## src/rtl/action_encoder_pkg.sv

```systemverilog
// Shared definitions for the per-player action code bus: action codes,
// button indices and the fixed-priority press encoder.
package action_encoder_pkg;

    localparam logic [2:0] ACT_IDLE   = 3'b000;
    localparam logic [2:0] ACT_LEFT   = 3'b001;
    localparam logic [2:0] ACT_RIGHT  = 3'b010;
    localparam logic [2:0] ACT_ATTACK = 3'b011;
    localparam logic [2:0] ACT_DEFEND = 3'b100;

    localparam int BTN_LEFT   = 0;
    localparam int BTN_RIGHT  = 1;
    localparam int BTN_ATTACK = 2;
    localparam int BTN_DEFEND = 3;
    localparam int NUM_BTNS   = 4;

    // Simultaneous presses resolve to one winner: DEFEND > ATTACK > LEFT > RIGHT.
    function automatic logic [2:0] pick_action(input logic [NUM_BTNS-1:0] press);
        logic [2:0] code;
        code = ACT_IDLE;
        if (press[BTN_DEFEND])      code = ACT_DEFEND;
        else if (press[BTN_ATTACK]) code = ACT_ATTACK;
        else if (press[BTN_LEFT])   code = ACT_LEFT;
        else if (press[BTN_RIGHT])  code = ACT_RIGHT;
        return code;
    endfunction

endpackage

```

## src/rtl/action_encoder_button_debouncer.sv

```systemverilog
// One push-button: 2-flop synchroniser, stability counter, debounced level
// and a single-cycle rise pulse on each debounced 0->1 transition.
module button_debouncer #(
    parameter int DEBOUNCE_CYCLES = 50000,
    parameter int CNT_W           = 16
) (
    input  logic clk,
    input  logic reset,
    input  logic btn_raw,
    output logic rise
);

    logic             sync1_q;
    logic             sync2_q;
    logic             level_q;
    logic             level_d;
    logic             prev_q;
    logic [CNT_W-1:0] cnt_q;
    logic [CNT_W-1:0] cnt_d;

    // Any cycle where the sample agrees with the level restarts the count.
    always_comb begin
        level_d = level_q;
        cnt_d   = '0;
        if (sync2_q != level_q) begin
            if (cnt_q == CNT_W'(DEBOUNCE_CYCLES - 1)) begin
                level_d = ~level_q;
            end else begin
                cnt_d = cnt_q + CNT_W'(1);
            end
        end
    end

    always_ff @(posedge clk or posedge reset) begin
        if (reset) begin
            sync1_q <= 1'b0;
            sync2_q <= 1'b0;
            level_q <= 1'b0;
            prev_q  <= 1'b0;
            cnt_q   <= '0;
        end else begin
            sync1_q <= btn_raw;
            sync2_q <= sync1_q;
            level_q <= level_d;
            prev_q  <= level_q;
            cnt_q   <= cnt_d;
        end
    end

    assign rise = level_q & ~prev_q;

endmodule

```

## src/rtl/action_encoder.sv

```systemverilog
// Per-player action encoder: debounced button presses become a one-entry
// pending action that is presented on the action bus at each game tick.
module action_encoder
    import action_encoder_pkg::*;
#(
    parameter int DEBOUNCE_CYCLES = 50000,
    parameter int CNT_W           = 16
) (
    input  logic       clk,
    input  logic       reset,
    input  logic [3:0] btn,
    input  logic       tick,
    output logic [2:0] action,
    output logic       pending_valid,
    input  logic       overrun_clr,
    output logic       overrun
);

    logic [NUM_BTNS-1:0] rise;

    genvar gi;
    generate
        for (gi = 0; gi < NUM_BTNS; gi++) begin : g_btn
            button_debouncer #(
                .DEBOUNCE_CYCLES (DEBOUNCE_CYCLES),
                .CNT_W           (CNT_W)
            ) u_debouncer (
                .clk     (clk),
                .reset   (reset),
                .btn_raw (btn[gi]),
                .rise    (rise[gi])
            );
        end
    endgenerate

    logic [2:0] action_q, action_d;
    logic [2:0] pend_code_q, pend_code_d;
    logic       pending_valid_q, pending_valid_d;
    logic       overrun_q, overrun_d;
    logic       press_any;
    logic [2:0] winner;
    logic       overrun_set;

    always_comb begin
        press_any       = |rise;
        winner          = pick_action(rise);
        action_d        = action_q;
        pend_code_d     = pend_code_q;
        pending_valid_d = pending_valid_q;
        overrun_set     = 1'b0;
        if (tick) begin
            // The tick consumes the old entry, so a same-cycle press is never an overrun.
            action_d        = pending_valid_q ? pend_code_q : ACT_IDLE;
            pending_valid_d = press_any;
            pend_code_d     = press_any ? winner : ACT_IDLE;
        end else if (press_any) begin
            pend_code_d     = winner;
            pending_valid_d = 1'b1;
            overrun_set     = pending_valid_q;
        end
        overrun_d = overrun_set | (overrun_q & ~overrun_clr);
    end

    always_ff @(posedge clk or posedge reset) begin
        if (reset) begin
            action_q        <= ACT_IDLE;
            pend_code_q     <= ACT_IDLE;
            pending_valid_q <= 1'b0;
            overrun_q       <= 1'b0;
        end else begin
            action_q        <= action_d;
            pend_code_q     <= pend_code_d;
            pending_valid_q <= pending_valid_d;
            overrun_q       <= overrun_d;
        end
    end

    assign action        = action_q;
    assign pending_valid = pending_valid_q;
    assign overrun       = overrun_q;

endmodule

```

## config.mk

```make
export PLATFORM = sky130hd
export DESIGN_NAME = action_encoder
export DESIGN_NICKNAME = d
export VERILOG_FILES = /design/src/rtl/action_encoder_pkg.sv /design/src/rtl/action_encoder_button_debouncer.sv /design/src/rtl/action_encoder.sv
export SDC_FILE = /design/constraint.sdc
export NUM_CORES = 1
export LEC_CHECK = 0
export ABC_AREA = 1
export BUFFER_PORTS_ARGS = -buffer_cell sky130_fd_sc_hd__buf_2
export CORE_MARGIN = 3
export CORE_UTILIZATION = 24
export CTS_CLUSTER_SIZE = 14
export DETAILED_ROUTE_END_ITERATION = 16
export RECOVER_POWER = 25
export SYNTH_ARGS = -nofsm -noshare
export SYNTH_HDL_FRONTEND = slang
export SYNTH_SLANG_ARGS = --single-unit
```

## constraint.sdc

```tcl
create_clock -name clk -period 4.1 [get_ports clk]
set_input_delay 0.82 -clock clk [delete_from_list [all_inputs] [get_ports clk]]
set_output_delay 0.82 -clock clk [all_outputs]
set_load 0.01 [all_outputs]
```

==> qor.csv <==
stage;metric;value;unit
outcome;status;finished, violations left;
outcome;failing checks;capacitance limit, slew limit;
synth;cell count after synthesis;557;
clock_tree;CTS tree;done;
floorplan;core area;17600;µm²
layout;final net count;594;
grt;pin count of the biggest net entering global routing;37;
synth;FF+latch count, synth;88;
synth;cell accounting for the most synthesized area;dfrtp_1;
layout;most common cell after layout, fill and taps aside;nor2_1;
synth;Syn. warnings;0;
power_and_ir_drop;Pwr Total;1780;µW
placed_design;HPWL after DPL;6.28;mm
layout;register area;2200;µm²
clock_tree;Worst-Skew Late Latency;330;ps
synth;post-synthesis compound-gate area fraction;2.87;%
sta;period utilization;45.7;%
synth;post-synthesis cell type count;24;
sta;worst-case hold slack;347;ps
setup_path;WS Path Type;in -> async;
floorplan;Die W;141;µm
layout;layout cells sized above 1;9.71;%
floorplan;die area;20000;µm²
synth;async set-or-reset flop fraction in the synthesized netlist;100;%
sta;Final Slew Violations;37;
drt;vias per cell;4.16;
floorplan;initial core utilization;25.0;%
setup_path;Crit Path Max Fanout;36;
setup_path;Worst setup EP type;asynchronous set/reset pin;
layout;P&R area growth vs syn;14.9;%
clock_tree;Clk Tree Root Cell;clkbuf_16;
synth;ranking of synthesized cells by area;dfrtp_1, nor2_1, nand2_1, inv_1, nand3_1;
clock_tree;clock tree buffer depth;2;
synth;Mean Syn Cell Area;7.90;µm²
drt;WL final;8.44;mm
drt;Pre-antenna DRT Iters;5;
synth;post-synthesis sequential area ratio;50.1;%
sta;Period minus WS final;1880;ps
floorplan;# rows;48;
worst_hold_path;Hold/Removal Path Class;reg -> reg;
synth;Synth top area share;50.1;%
grt;vias in the first global route;3313;
power_and_ir_drop;Max IR drop VDD;0.231;mV
layout;most frequent cells in the layout;nor2_1, nand2_1, dfrtp_1;
clock_tree;Clock transition at path regs;60;ps
power_and_ir_drop;Leakage Power;0.00229;µW
clock_tree;Post-CTS Setup Inserts;0;
synth;main combinational cell family by area after synthesis;simple AND/OR/NAND/NOR gates;
drt;1st-iter DRT viols;282;
sta;Worst Clk Skew;3.29;ps
sta;final hold violation count;0;
setup_path;data arrival time of the critical path;2350;ps
synth;Post-Syn Nets;569;
sta;# setup viols final;0;
drt;ANT nets after route;0;
sta;TNS Setup;0;ps
clock_tree;clock sinks;88;
grt;Global Route Usage Sum;9.30;%
grt;first-pass GRT wire length;15.4;mm
run;Max Cap Viol;1;
sta;highest clock rate;0.533;GHz
grt;initial antenna violation count;0;
floorplan;Die Y;141;µm
clock_tree;CTS H-tree depth;3;
synth;EDFF count, synth;0;
layout;FILL cells;1876;
setup_path;crit start category;input port;
sta;worst-margin pin slew;1520;ps
layout;multi-input logic area;1910;µm²
synth;adder-cell share of the synthesized area;1.14;%
power_and_ir_drop;Pwr Density;352;nW/µm²
synth;top_reg_cell synth;dfrtp_1;
sta;headroom to the max-slew limit;-2.13;%
drt;DRC;0;
synth;mux contribution to synthesized area;0;%
placed_design;Port Buffers;12;
clock_tree;Num CTS Buffers;9;
setup_path;Worst EP required;4570;ps
clock_tree;hold_buf cts;0;
placed_design;GPL Wtd Cong;0.798;
placed_design;setup slack at placement;2380;ps
sta;RSZ-0062 raised after global routing;false;
placed_design;DP Cell Count;796;
drt;via count;3381;
synth;Synth Cell Area;4400;µm²
grt;total gr overflow;0;
floorplan;io pins;13;
layout;Final Non-Filler Cells;812;
drt;wire length per cell;10.4;µm
clock_tree;post-CTS resize count;0;
synth;post-synthesis simple-gate area fraction;33.5;%
sta;worst setup margin;2220;ps
layout;ant diodes;0;
synth;xor/xnor share of the synthesized area;5.92;%
worst paths after layout:
path                                                from  depth (start not counted)  slack [ps]                        endpoint
max reg2reg                g_btn[2].u_debouncer.cnt_q[0]                          8        2570   g_btn[2].u_debouncer.cnt_q[8]
min reg2reg                 g_btn[3].u_debouncer.sync1_q                          0         350    g_btn[3].u_debouncer.sync2_q
min in group asynchronous                          reset                          2         820   g_btn[1].u_debouncer.cnt_q[0]
max                                                reset                          3        2220  g_btn[0].u_debouncer.cnt_q[11]
max in group clk                               action[2]                          1        2400                       action[2]
min                         g_btn[3].u_debouncer.sync1_q                          0         350    g_btn[3].u_debouncer.sync2_q
registers in the layout, summed over array words and instances, names as in the netlist:
register	count
g_btn.u_debouncer.level_q	4
g_btn.u_debouncer.sync2_q	4
g_btn.u_debouncer.prev_q	4
pend_code_q	3
overrun	1
pending_valid	1
action	3
g_btn.u_debouncer.cnt_q	64
g_btn.u_debouncer.sync1_q	4
critical path: stages:
cell and delay (ps):
clkbuf_1 80, clkinvlp_2 870, buf_4 540
cell type report:
type                    count  area share (%)
inverters                  76            5.67
repair buffers             14            1.44
flip-flops and latches     88            43.6
multi-input cells         393            37.8
clock inverters             3           0.792
clock buffers              13            5.15
well taps                 225            5.57
logic make-up after synthesis:
kind of cell	after synthesis
DFF	88
AOI/OAI and AO/OA	25
and+or+nand+nor	336
adders and majority gates	4
buffers and inverters	76
xor gates and xnor gates	28
power breakdown:
group | switching (µW) | internal [µW] | total [µW]
Combinational | 40.3 | 15.1 | 55.4
Clock | 324 | 504 | 828
Sequential | 11.9 | 882 | 894
Total | 376 | 1400 | 1780
layer usage:
layer	global-route usage [%]	share of wire (%)	up-vias
met1	12.4	49	1541
li1	-	-	1785
met4	3.48	1.8	0
met3	2.19	3.1	16
met5	0	0	-
met2	14.7	46	39
stage by stage:
step	utilization, %	cell area (µm²)
floorplan	-	4400
global placement	27.0	4760
detailed placement	27.0	4760
CTS	28.7	5060
global route	28.7	5050
finish	28.7	5050
synth_stat cells (6+ instances only):
master and count:
dfrtp_1 88, nor2_1 130, nor2_4 6, a21oi_1 16, nor3_1 22, nand2_1 109
o21ai_0 8, xor2_1 18, nand4_1 6, nand2_2 9, inv_1 72, nand3_1 42
xnor2_1 8
Note: power is estimated with default switching activity, not from simulation.
